==> config.mk <==
export PLATFORM = sky130hd
export DESIGN_NAME = clksel_ctrl
export DESIGN_NICKNAME = d
export VERILOG_FILES = /design/src/rtl/clksel_ctrl.sv
export SDC_FILE = /design/constraint.sdc
export NUM_CORES = 1
export LEC_CHECK = 0
export BUFFER_PORTS_ARGS = -buffer_cell sky130_fd_sc_hd__buf_2
export CAP_MARGIN = 0
export CORE_MARGIN = 4
export CORE_UTILIZATION = 55
export CTS_CLUSTER_DIAMETER = 40
export DETAILED_ROUTE_END_ITERATION = 6
export PLACE_DENSITY = 0.74
export SKIP_CTS_REPAIR_TIMING = 1
export SLEW_MARGIN = 20
export SYNTH_ARGS = -nofsm -noshare
export SYNTH_HDL_FRONTEND = slang
export SYNTH_SLANG_ARGS = --single-unit
==> constraint.sdc <==
create_clock -name hsclk_in -period 2.3 [get_ports hsclk_in]
set_input_delay 0.46 -clock hsclk_in [delete_from_list [all_inputs] [get_ports hsclk_in]]
set_output_delay 0.46 -clock hsclk_in [all_outputs]
set_load 0.05 [all_outputs]
==> src/rtl/clksel_ctrl.sv <==
// Clock-selection requester for the CPU clock switch: picks host clock or HS
// divided clock, stalls the CPU during a switch and falls back on timeout.
module clksel_ctrl #(
   parameter int unsigned DWELL_CYCLES   = 16,
   parameter int unsigned TIMEOUT_CYCLES = 255,
   parameter int unsigned CNT_W          = 8
) (
   input  logic hsclk_in,
   input  logic rst_b,
   input  logic turbo_en,
   input  logic host_access,
   input  logic err_clr,
   input  logic hsclk_selected,
   input  logic lsclk_selected,
   output logic hsclk_sel,
   output logic cpu_rdy,
   output logic switch_busy,
   output logic timeout_err
);

   typedef enum logic [1:0] {
      LS_RUN,
      TO_HS,
      HS_RUN,
      TO_LS
   } state_t;

   localparam logic [CNT_W-1:0] DWELL_LD = CNT_W'(DWELL_CYCLES);
   localparam logic [CNT_W-1:0] TMO_LIM  = CNT_W'(TIMEOUT_CYCLES);
   localparam logic [CNT_W-1:0] ONE      = CNT_W'(1);

   state_t           state, state_nx;
   logic [CNT_W-1:0] dwell, dwell_nx;
   logic [CNT_W-1:0] tmo_cnt, tmo_nx;
   logic             err_nx, tmo_hit;
   logic             hs_meta, hs_s, ls_meta, ls_s;

   // Feedback synchronizers; idle value matches the switch sitting on LS.
   always_ff @(posedge hsclk_in or negedge rst_b) begin
      if (!rst_b) begin
         hs_meta <= 1'b0;
         hs_s    <= 1'b0;
         ls_meta <= 1'b1;
         ls_s    <= 1'b1;
      end else begin
         hs_meta <= hsclk_selected;
         hs_s    <= hs_meta;
         ls_meta <= lsclk_selected;
         ls_s    <= ls_meta;
      end
   end

   always_comb begin
      state_nx = state;
      dwell_nx = dwell;
      tmo_nx   = tmo_cnt;
      err_nx   = timeout_err;
      tmo_hit  = (tmo_cnt == TMO_LIM);
      if (err_clr)
         err_nx = 1'b0;
      case (state)
         LS_RUN: begin
            if (host_access)
               dwell_nx = DWELL_LD;
            else if (dwell != '0)
               dwell_nx = dwell - ONE;
            if (turbo_en && !host_access && (dwell == '0) && !timeout_err) begin
               state_nx = TO_HS;
               tmo_nx   = '0;
            end
         end
         TO_HS: begin
            if (hs_s && !ls_s)
               state_nx = HS_RUN;
            else if (!turbo_en || host_access) begin
               state_nx = TO_LS;
               tmo_nx   = '0;
            end else if (tmo_hit) begin
               state_nx = LS_RUN;
               dwell_nx = DWELL_LD;
               err_nx   = 1'b1;
            end else if (tmo_cnt != '1)
               tmo_nx = tmo_cnt + ONE;
         end
         HS_RUN: begin
            if (host_access || !turbo_en) begin
               state_nx = TO_LS;
               tmo_nx   = '0;
            end
         end
         TO_LS: begin
            if (ls_s && !hs_s) begin
               state_nx = LS_RUN;
               dwell_nx = DWELL_LD;
            end else if (tmo_hit) begin
               state_nx = LS_RUN;
               dwell_nx = DWELL_LD;
               err_nx   = 1'b1;
            end else if (tmo_cnt != '1)
               tmo_nx = tmo_cnt + ONE;
         end
         default: state_nx = LS_RUN;
      endcase
   end

   // Outputs are decoded from the next state so they change on the same edge.
   always_ff @(posedge hsclk_in or negedge rst_b) begin
      if (!rst_b) begin
         state       <= LS_RUN;
         dwell       <= DWELL_LD;
         tmo_cnt     <= '0;
         hsclk_sel   <= 1'b0;
         cpu_rdy     <= 1'b1;
         switch_busy <= 1'b0;
         timeout_err <= 1'b0;
      end else begin
         state       <= state_nx;
         dwell       <= dwell_nx;
         tmo_cnt     <= tmo_nx;
         hsclk_sel   <= (state_nx == TO_HS) || (state_nx == HS_RUN);
         cpu_rdy     <= (state_nx == LS_RUN) || (state_nx == HS_RUN);
         switch_busy <= (state_nx == TO_HS) || (state_nx == TO_LS);
         timeout_err <= err_nx;
      end
   end

endmodule
==> impl_metrics.sql, run 1 <==
INSERT INTO impl_metrics (metric_group, metric, value, unit) VALUES
('run_status', 'outcome', 'finished, final reports clean', ''),
('clocking', 'clockRootBuffer', 'sky130_fd_sc_hd__clkbuf_4', ''),
('logic_synthesis', 'synth.most_common_cell', 'sky130_fd_sc_hd__dfrtp_1', ''),
('timing', 'fmax', '477.7', 'MHz'),
('logic_synthesis', 'post-synth-top-area-fraction', '34.62', '%'),
('setup_path', 'worstPathRequired', '2.52', 'ns'),
('logic_synthesis', 'post_synth_instance_area', '1590', 'um2'),
('final_layout', 'design_area', '1749', 'um2'),
('timing', 'skew', '0.003363', 'ns'),
('grt', 'first_global_vias', '1219', ''),
('logic_synthesis', 'synth.area.mux_share', '0', '%'),
('timing', 'timing_max_transition_violations_final', '0', ''),
('run', 'cap_viol_max_count', '0', ''),
('power_and_ir_drop', 'worst_ir_drop_vdd', '1.009', 'mV'),
('logic_synthesis', 'syn_avg_cell_area', '9.697', 'um2'),
('grt', 'maximum_number_of_pins_on_one_net_before_global_route_repair', '27', ''),
('clocking', 'tritoncts', 'yes', ''),
('final_layout', 'fillerInstances', '242', ''),
('logic_synthesis', 'synth.top_cells.by_count', 'sky130_fd_sc_hd__dfrtp_1, sky130_fd_sc_hd__inv_1, sky130_fd_sc_hd__nand2_1, sky130_fd_sc_hd__nor2_1, sky130_fd_sc_hd__o21ai_0', ''),
('final_layout', 'layout.cells.non_filler', '210', ''),
('logic_synthesis', 'postSynthNetCount', '178', ''),
('logic_synthesis', 'yosysSeqAreaShare', '41.23', '%'),
('logic_synthesis', 'netlist.top_cell.by_area', 'sky130_fd_sc_hd__dfrtp_1', ''),
('timing', 'final.period_utilization', '91.02', '%'),
('setup_path', 'timing_worst_setup_path_type', 'flop to flop', ''),
('drt', 'avgViaCountPerCell', '6.071', ''),
('setup_path', 'critical_path.endpoint_type', 'flop', ''),
('final_layout', 'layout-drive-gt1-share', '22.91', '%'),
('power_and_ir_drop', 'power.total', '2.375', 'mW'),
('grt', 'wire_length_of_the_first_global_routing_pass', '5609', 'um'),
('die', 'die_y', '61.77', 'um'),
('clocking', 'clk_transition_reported_paths', '0.14', 'ns'),
('grt', 'globalRouteTotalUtil', '19.84', '%'),
('placed_design', 'dp.final_hpwl', '2431', 'um'),
('placed_design', 'port_buffers', '10', ''),
('placed_design', 'finalWeightedCongestion', '0.8522', ''),
('drt', 'detailroute.via_count', '1275', ''),
('grt', 'globalRoute.totalOverflow', '0', ''),
('clocking', 'htreeDepth', '1', ''),
('placed_design', 'placedCellCount', '206', ''),
('logic_synthesis', 'xor_and_xnor_area_share_after_synthesis', '0', '%'),
('drt', 'detailedRoute.firstPassIterationCount', '4', ''),
('die', 'dieArea', '3816', 'um2'),
('logic_synthesis', 'synth.lib_cells_used.distinct', '45', ''),
('timing', 'worst_pin_slew', '0.6157', 'ns'),
('power_and_ir_drop', 'p_per_area', '1358', 'nW/um2'),
('final_layout', 'flow.area_growth_from_synthesis', '9.992', '%'),
('drt', 'postRouteWirelength', '3329', 'um'),
('logic_synthesis', 'synthTopCellsByArea', 'sky130_fd_sc_hd__dfrtp_1, sky130_fd_sc_hd__dfstp_2, sky130_fd_sc_hd__ha_1', ''),
('logic_synthesis', 'async_flop_share', '100.0', '%'),
('timing', 'timing.setup.tns', '0', 'ns'),
('die', 'floorplan.core_area', '2758', 'um2'),
('final_layout', 'nets', '194', ''),
('final_layout', 'diodes', '0', ''),
('timing', 'final-setup-viol-count', '0', ''),
('die', 'die-width', '61.77', 'um'),
('timing', 'unrepaired_setup_endpoints_after_global_routing', 'false', ''),
('drt', 'drc', '0', ''),
('die', 'pin_count', '11', ''),
('power_and_ir_drop', 'power.static_leakage', '0.7597', 'nW'),
('setup_path', 'worst_case_register_to_register_setup_slack', '0.21', 'ns'),
('logic_synthesis', 'yosys_register_bits', '26', ''),
('logic_synthesis', 'synth_edf_count', '0', ''),
('grt', 'antenna_found_initial', '0', ''),
('clocking', 'clk_latency', '0.32', 'ns'),
('setup_path', 'cp.arrival', '2.32', 'ns'),
('drt', 'final_antenna_net_count', '0', ''),
('logic_synthesis', 'ys.flop_type', 'sky130_fd_sc_hd__dfrtp_1', ''),
('timing', 'relSlewSlack', '58.78', '%'),
('logic_synthesis', 'yosys_warnings', '0', ''),
('setup_path', 'timing.critical_path.from_type', 'flop', '');
-- layer usage --
layer  global-route usage, %  vias to the layer above  routed length (um)
li1                        -                      641                   -
met3                   2.066                        4                 130
met2                   31.69                       34                1561
met4                   7.576                        0                  39
met1                   27.81                      596                1598
met5                       0                        -                   0
-- registers in the layout, indices dropped and copies added (netlist names) --
signal,cells
dwell,8
ls_meta,1
cpu_rdy,1
timeout_err,1
hsclk_sel,1
ls_s,1
switch_busy,1
hs_s,1
tmo_cnt,8
state,2
hs_meta,1
-- cell usage in the layout, fill, tap and decap left out, drive strengths merged, types with 4 or more instances in the layout --
cell type  netlist  layout
dfrtp           22      22
buf              2      16
nand2           13      13
inv             12      12
nor2            12      12
a21oi           11      11
o21ai           10      10
nor3             9       9
ha               7       7
nand4            5       5
and3             5       5
dfstp            4       4
-- through the flow --
stage	util, %	worst slack (ns)	hold WS [ns]
after floorplan	-	0.3218	0.1644
after global placement	61.52	0.2839	0.3332
after detailed placement	61.52	0.1971	0.3347
after CTS	63.43	0.2198	0.1222
after global routing	63.43	0.06152	0.1167
final	63.43	0.2065	0.1071
-- cells by family after synthesis --
family          after synthesis
flops                        26
fa+ha+maj                     7
buf+inv                      17
compound gates               53
simple gates                 61
-- how the worst max path moves through the flow --
| stage | startpoint | to | cells past startpoint |
|---|---|---|---|
| 6_report | state[1]$_DFF_PN0_ | tmo_cnt[2]$_DFFE_PN0P_ | 9 |
| 5_1_grt | state[1]$_DFF_PN0_ | cpu_rdy$_DFF_PN1_ | 6 |
| 4_1_cts | state[1]$_DFF_PN0_ | tmo_cnt[2]$_DFFE_PN0P_ | 9 |
| 3_5_place_dp | host_access | tmo_cnt[0]$_DFFE_PN0P_ | 7 |
| 3_3_place_gp | host_access | tmo_cnt[0]$_DFFE_PN0P_ | 7 |
| 2_1_floorplan | timeout_err$_DFF_PN0_ | tmo_cnt[0]$_DFFE_PN0P_ | 5 |
-- power breakdown --
part / leakage, nW / internal [mW] / total, mW / switching [mW]
logic: 0.403 / 0.513 / 1.33 / 0.813
clock network: 0.0279 / 0.176 / 0.314 / 0.138
registers: 0.328 / 0.598 / 0.735 / 0.136
-- worst max-delay path: stages, from the launching register on --
cell and delay, ns:
sky130_fd_sc_hd__dfrtp_1 0.48, sky130_fd_sc_hd__inv_1 0.11, sky130_fd_sc_hd__ha_1 0.43, sky130_fd_sc_hd__inv_1 0.16
sky130_fd_sc_hd__nor2_1 0.22, sky130_fd_sc_hd__a2111oi_4 0.05, sky130_fd_sc_hd__buf_4 0.18, sky130_fd_sc_hd__buf_4 0.17
sky130_fd_sc_hd__a21oi_2 0.15, sky130_fd_sc_hd__a21oi_2 0.04
-- final cells by class --
cell class	count	area (um2)	share of cell area (%)
clock buffers	3	22.52	1.288
clock inverters	1	30.03	1.717
inverters	12	45.04	2.575
multi-input cells	121	862.1	49.28
flip-flops and latches	26	655.6	37.48
well taps	31	38.79	2.217
repair buffers	16	95.09	5.436
Note: power is estimated with default switching activity, not from simulation.
==> run 2: changes to the inputs <==
--- a/config.mk
+++ b/config.mk
@@ -11,7 +11,7 @@
 export CORE_UTILIZATION = 55
 export CTS_CLUSTER_DIAMETER = 40
 export DETAILED_ROUTE_END_ITERATION = 6
-export PLACE_DENSITY = 0.74
+export PLACE_DENSITY = 0.75
 export SKIP_CTS_REPAIR_TIMING = 1
 export SLEW_MARGIN = 20
 export SYNTH_ARGS = -nofsm -noshare
==> run 2 against run 1 <==
Against the previous run: largest power group unchanged; power is 5.9% lower; highest routed layer unchanged; final cell count decreased by 0.95%; largest cell class unchanged; global-route usage is 0.34 points higher.
==> impl_metrics.sql, run 2 (same netlist as run 1, synthesis figures left out) <==
INSERT INTO impl_metrics (metric_group, metric, value, unit) VALUES
('timing', 'layout_min_cycle_time', '2.090', 'ns'),
('timing', 'unrepaired_setup_endpoints_after_global_routing', 'false', ''),
('timing', 'timing_max_transition_violations_final', '0', ''),
('clocking', 'number_of_buffers_inserted_during_clock_tree_synthesis', '3', ''),
('die', 'initial_utilization', '57.67', '%'),
('timing', 'skew', '0.002027', 'ns'),
('timing', 'final.period_utilization', '90.86', '%'),
('drt', 'detailedRoute.firstPassIterationCount', '4', ''),
('clocking', 'htreeDepth', '1', ''),
('clocking', 'cts_num_sinks', '26', ''),
('setup_path', 'timing.critical_path.from_type', 'flop', ''),
('power_and_ir_drop', 'worst_ir_drop_vdd', '0.9153', 'mV'),
('placed_design', 'port_buffers', '10', ''),
('timing', 'final.setup.worst_slack', '0.2102', 'ns'),
('placed_design', 'preCtsSetupSlack', '0.1186', 'ns'),
('final_layout', 'most_used_cells_in_the_layout_excluding_fill_and_tap_cells', 'sky130_fd_sc_hd__dfrtp_1, sky130_fd_sc_hd__inv_1, sky130_fd_sc_hd__nand2_1', ''),
('worst_hold_path', 'min-delay-path-class', 'input pin to async pin', ''),
('timing', 'relSlewSlack', '56.93', '%'),
('setup_path', 'worstPathRequired', '2.56', 'ns'),
('grt', 'globalRoute.totalOverflow', '0', ''),
('timing', 'final-setup-viol-count', '0', ''),
('drt', 'first_iter_violations', '61', ''),
('setup_path', 'cp.arrival', '2.35', 'ns'),
('final_layout', 'diodes', '0', ''),
('power_and_ir_drop', 'p_per_area', '1306', 'nW/um2'),
('clocking', 'clk_latency', '0.32', 'ns'),
('placed_design', 'finalWeightedCongestion', '0.8288', ''),
('setup_path', 'timing.critical_path.slowest_cell_delay', '0.56', 'ns'),
('drt', 'drc', '0', ''),
('final_layout', 'layout-drive-gt1-share', '22.03', '%'),
('die', 'dieArea', '3816', 'um2'),
('final_layout', 'largest_registers', 'dwell: 8 flops, tmo_cnt: 8 flops, state: 2 flops', ''),
('grt', 'wire_length_of_the_first_global_routing_pass', '5685', 'um'),
('die', 'die-width', '61.77', 'um'),
('final_layout', 'layout_commonest_cell', 'sky130_fd_sc_hd__dfrtp_1', ''),
('grt', 'first_global_vias', '1255', ''),
('setup_path', 'cp_most_frequent_cell', 'sky130_fd_sc_hd__inv_1', ''),
('timing', 'whs', '0.1032', 'ns'),
('setup_path', 'crit_path_cell_chain', 'inv_1 > ha_1 > inv_1 > a41oi_4 > a2111oi_4 > buf_4 > nand2_2 > a22oi_2', ''),
('run', 'cap_viol_max_count', '0', ''),
('setup_path', 'crit_buf_inv', '3', ''),
('clocking', 'clk_transition_reported_paths', '0.13', 'ns'),
('clocking', 'clockRootBuffer', 'sky130_fd_sc_hd__clkbuf_4', ''),
('clocking', 'clockBufferDepth', '2', ''),
('timing', 'timing.setup.tns', '0', 'ns'),
('setup_path', 'critical_path.endpoint_type', 'flop', ''),
('drt', 'postRouteWirelength', '3274', 'um'),
('grt', 'globalRouteTotalUtil', '20.18', '%'),
('grt', 'antenna_found_initial', '0', ''),
('timing', 'total_count_of_hold_check_failures_in_the_final_report', '0', ''),
('timing', 'worst_pin_slew', '0.6432', 'ns'),
('final_layout', 'nets', '192', ''),
('setup_path', 'critical_path.max_fanout', '9', ''),
('final_layout', 'flow.area_growth_from_synthesis', '7.553', '%'),
('setup_path', 'critical_path.slowest_cell', 'sky130_fd_sc_hd__a2111oi_4', ''),
('clocking', 'tritoncts', 'yes', ''),
('die', 'die_y', '61.77', 'um'),
('die', 'placement_rows', '19', ''),
('drt', 'avgViaCountPerCell', '6.442', ''),
('drt', 'routed_wire_length_per_instance', '15.74', 'um'),
('run_status', 'outcome', 'finished, final reports clean', ''),
('die', 'floorplan.core_area', '2758', 'um2'),
('setup_path', 'critical_path.top_delay_family', 'compound AO/OA/AOI/OAI gates', ''),
('grt', 'maximum_number_of_pins_on_one_net_before_global_route_repair', '27', ''),
('setup_path', 'timing_worst_setup_path_type', 'flop to flop', ''),
('placed_design', 'dp.final_hpwl', '2459', 'um'),
('timing', 'fmax', '478.5', 'MHz'),
('drt', 'detailroute.via_count', '1340', ''),
('drt', 'final_antenna_net_count', '0', ''),
('power_and_ir_drop', 'power.static_leakage', '0.7366', 'nW'),
('die', 'pin_count', '11', '');
[run 2: changes by cell type in the layout (fill, tap and decap cells not counted), sizes merged]
| cell | previous run | this run |
|---|---|---|
| buf | 16 | 14 |
| bufinv | 1 | 0 |
| clkbuf | 3 | 4 |
[run 2: path summary, 6_finish.rpt]
check,start,to,slack [ns],depth (start not counted)
min in group hsclk_in,lsclk_selected,ls_meta$_DFF_PN1_,0.22,1
worst max register to register,state[0]$_DFF_PN0_,tmo_cnt[3]$_DFFE_PN0P_,0.21,8
worst max-delay path,state[0]$_DFF_PN0_,tmo_cnt[3]$_DFFE_PN0P_,0.21,8
max in group asynchronous,rst_b,ls_s$_DFF_PN1_,1.82,1
worst min register to register,hs_meta$_DFF_PN0_,hs_s$_DFF_PN0_,0.37,0
worst min-delay path,rst_b,dwell[5]$_DFFE_PN0P_,0.10,1
[run 2: power breakdown]
part	switching (mW)	internal, mW	total [mW]
Sequential	0.134	0.599	0.733
Combinational	0.797	0.504	1.30
Clock	0.132	0.0680	0.200
[run 2: worst register-to-register path, delay by kind of cell (launching register included)]
kind / cells / cell delay [ns]
AND/OR/NAND/NOR: 1 / 0.07
AO/OA/AOI/OAI: 3 / 0.73
buffers and inverters: 3 / 0.52
adder cells (fa/ha/maj): 1 / 0.24
flip-flops: 1 / 0.46
[run 2: per-stage QoR]
stage / total power, mW / cell area [um2] / utilization (%) / instances
6_report: 2.234 / 1710 / 62.02 / 208
5_1_grt: 2.454 / 1710 / 62.02 / 208
4_1_cts: 2.247 / 1708 / 61.93 / 208
3_5_place_dp: 2.041 / 1682 / 60.98 / 204
3_3_place_gp: 1.993 / 1682 / 60.98 / 204
2_1_floorplan: 1.764 / 1590 / - / 164
[run 2: cell type report]
| class | instances | area, um2 |
|---|---|---|
| repair buffers | 14 | 80.08 |
| clock buffers | 4 | 26.28 |
| inverters | 12 | 45.04 |
| fillers | 233 | 1047 |
| flip-flops and latches | 26 | 655.6 |
| multi-input cells | 121 | 864.6 |
| well taps | 31 | 38.79 |
[run 2: metal layers]
metal | global-route usage, % | wire (um)
met1 | 28.66 | 1481
met2 | 30.94 | 1532
met3 | 2.893 | 205
met4 | 8.182 | 54
met5 | 0 | 0
==> run 3: changes to the inputs <==
--- a/config.mk
+++ b/config.mk
@@ -7,6 +7,7 @@
 export LEC_CHECK = 0
 export BUFFER_PORTS_ARGS = -buffer_cell sky130_fd_sc_hd__buf_2
 export CAP_MARGIN = 0
+export CORE_ASPECT_RATIO = 0.75
 export CORE_MARGIN = 4
 export CORE_UTILIZATION = 55
 export CTS_CLUSTER_DIAMETER = 40
==> run 3 against run 2 <==
Against the previous run: final area grew 2.5%; sequential share of layout area down 0.93 points; clock power increased by 49%; highest routed layer unchanged.
==> impl_metrics.sql, run 3 (same netlist as run 1, synthesis figures left out) <==
INSERT INTO impl_metrics (metric_group, metric, value, unit) VALUES
('drt', 'routed_wire_length_per_instance', '15.55', 'um'),
('die', 'floorplan.core_area', '2683', 'um2'),
('grt', 'maximum_number_of_pins_on_one_net_before_global_route_repair', '27', ''),
('die', 'initial_utilization', '59.28', '%'),
('timing', 'timing.setup.tns', '0', 'ns'),
('clocking', 'clockRootBuffer', 'sky130_fd_sc_hd__clkbuf_8', ''),
('final_layout', 'flow.area_growth_from_synthesis', '10.23', '%'),
('setup_path', 'worst-r2r-cell-count', '7', ''),
('timing', 'unrepaired_setup_endpoints_after_global_routing', 'false', ''),
('grt', 'globalRoute.totalOverflow', '0', ''),
('drt', 'final_antenna_net_count', '0', ''),
('placed_design', 'preCtsSetupSlack', '0.09845', 'ns'),
('placed_design', 'dp.final_hpwl', '2485', 'um'),
('timing', 'relSlewSlack', '56.78', '%'),
('setup_path', 'critical_path.endpoint_type', 'flop', ''),
('grt', 'first_global_vias', '1299', ''),
('setup_path', 'critical_path_source', 'state[0]$_DFF_PN0_', ''),
('drt', 'drc', '0', ''),
('drt', 'first_iter_violations', '92', ''),
('run', 'cap_viol_max_count', '0', ''),
('grt', 'wire_length_of_the_first_global_routing_pass', '5940', 'um'),
('final_layout', 'nets', '193', ''),
('timing', 'final.period_utilization', '92.69', '%'),
('run_status', 'outcome', 'finished, final reports clean', ''),
('clocking', 'htreeDepth', '1', ''),
('drt', 'postRouteWirelength', '3327', 'um'),
('final_layout', 'most_used_cells_in_the_layout_excluding_fill_and_tap_cells', 'sky130_fd_sc_hd__dfrtp_1, sky130_fd_sc_hd__inv_1, sky130_fd_sc_hd__nor2_1, sky130_fd_sc_hd__nand2_1, sky130_fd_sc_hd__buf_2', ''),
('drt', 'detailroute.via_count', '1310', ''),
('die', 'pin_count', '11', ''),
('timing', 'final.setup.worst_slack', '0.1681', 'ns'),
('power_and_ir_drop', 'p_per_area', '1348', 'nW/um2'),
('worst_hold_path', 'min-delay-path-class', 'input pin to async pin', ''),
('timing', 'layout_min_cycle_time', '2.132', 'ns'),
('final_layout', 'layout.cells.non_filler', '214', ''),
('final_layout', 'layout-drive-gt1-share', '23.03', '%'),
('die', 'dieArea', '3825', 'um2'),
('clocking', 'clockBufferDepth', '2', ''),
('power_and_ir_drop', 'power.total', '2.363', 'mW'),
('clocking', 'cts_num_sinks', '26', ''),
('setup_path', 'regToRegEndpoint', 'tmo_cnt[0]$_DFFE_PN0P_', ''),
('timing', 'worst_pin_slew', '0.6455', 'ns'),
('grt', 'antenna_found_initial', '0', ''),
('clocking', 'clk_latency', '0.28', 'ns'),
('setup_path', 'timing_worst_setup_path_type', 'flop to flop', ''),
('grt', 'globalRouteTotalUtil', '20.25', '%'),
('placed_design', 'placedCellCount', '210', ''),
('timing', 'fmax', '469.1', 'MHz'),
('setup_path', 'timing.critical_path.from_type', 'flop', ''),
('timing', 'timing_max_transition_violations_final', '0', ''),
('final_layout', 'diodes', '0', ''),
('clocking', 'clk_transition_reported_paths', '0.09', 'ns'),
('die', 'die_y', '54.57', 'um'),
('final_layout', 'largest_registers', 'dwell: 8 flops, tmo_cnt: 8 flops, state: 2 flops', ''),
('die', 'placement_rows', '16', ''),
('drt', 'detailedRoute.firstPassIterationCount', '4', ''),
('drt', 'avgViaCountPerCell', '6.121', ''),
('placed_design', 'port_buffers', '10', ''),
('power_and_ir_drop', 'worst_ir_drop_vdd', '0.7190', 'mV'),
('final_layout', 'layout_commonest_cell', 'sky130_fd_sc_hd__dfrtp_1', ''),
('timing', 'total_count_of_hold_check_failures_in_the_final_report', '0', ''),
('placed_design', 'finalWeightedCongestion', '0.8280', ''),
('clocking', 'number_of_buffers_inserted_during_clock_tree_synthesis', '3', ''),
('setup_path', 'worst_case_register_to_register_setup_slack', '0.17', 'ns'),
('setup_path', 'worstPathRequired', '2.46', 'ns'),
('timing', 'skew', '0.007135', 'ns'),
('setup_path', 'critical_path.max_fanout', '8', ''),
('die', 'die-width', '70.09', 'um'),
('setup_path', 'cp.arrival', '2.30', 'ns'),
('setup_path', 'endpoint', 'tmo_cnt[0]$_DFFE_PN0P_', ''),
('power_and_ir_drop', 'power.static_leakage', '0.7538', 'nW'),
('setup_path', 'worst_r2r_startpoint', 'state[0]$_DFF_PN0_', ''),
('clocking', 'tritoncts', 'yes', ''),
('timing', 'final-setup-viol-count', '0', '');
[run 3: final cells by class]
cell class              count  area, um2
fillers                   229      929.6
multi-input cells         121      864.6
flip-flops and latches     26      655.6
repair buffers             15      87.58
clock buffers               4      55.05
inverters                  12      45.04
well taps                  36      45.04
[run 3: how the worst min path moves through the flow]
stage	from	end	slack [ns]
4_1_cts	rst_b	hsclk_sel$_DFF_PN0_	0.19
3_5_place_dp	hs_meta$_DFF_PN0_	hs_s$_DFF_PN0_	0.34
3_3_place_gp	hs_meta$_DFF_PN0_	hs_s$_DFF_PN0_	0.33
6_report	rst_b	dwell[7]$_DFFE_PN0P_	0.16
2_1_floorplan	rst_b	dwell[0]$_DFFE_PN0P_	0.16
5_1_grt	rst_b	hsclk_sel$_DFF_PN0_	0.20
[run 3: stage by stage]
stage	instance area, um2	hold slack, ns	utilization, %
global route	1753	0.1999	65.35
floorplan	1590	0.1644	-
CTS	1750	0.1859	65.25
detailed placement	1695	0.3372	63.20
global placement	1695	0.3349	63.20
finish	1753	0.1633	65.35
[run 3: where the power goes]
part,internal [mW],total [mW],switching [mW]
Clock,0.153,0.298,0.145
Sequential,0.599,0.735,0.136
Combinational,0.518,1.33,0.812
[run 3: critical path: stages (launching register included)]
cell                        delay, ns
sky130_fd_sc_hd__dfrtp_1         0.45
sky130_fd_sc_hd__inv_1           0.14
sky130_fd_sc_hd__ha_1            0.26
sky130_fd_sc_hd__inv_1           0.10
sky130_fd_sc_hd__a41oi_4         0.06
sky130_fd_sc_hd__a2111oi_4       0.62
sky130_fd_sc_hd__o21ai_2         0.13
sky130_fd_sc_hd__a22o_1          0.26
[run 3: per-layer routing]
layer / track usage, % / up-vias / share of wire [%]
met5: 0 / - / 0
met4: 5.414 / 0 / 0.87
met3: 5.138 / 6 / 5.5
met2: 33.23 / 37 / 46
met1: 27.24 / 627 / 48
li1: - / 640 / -
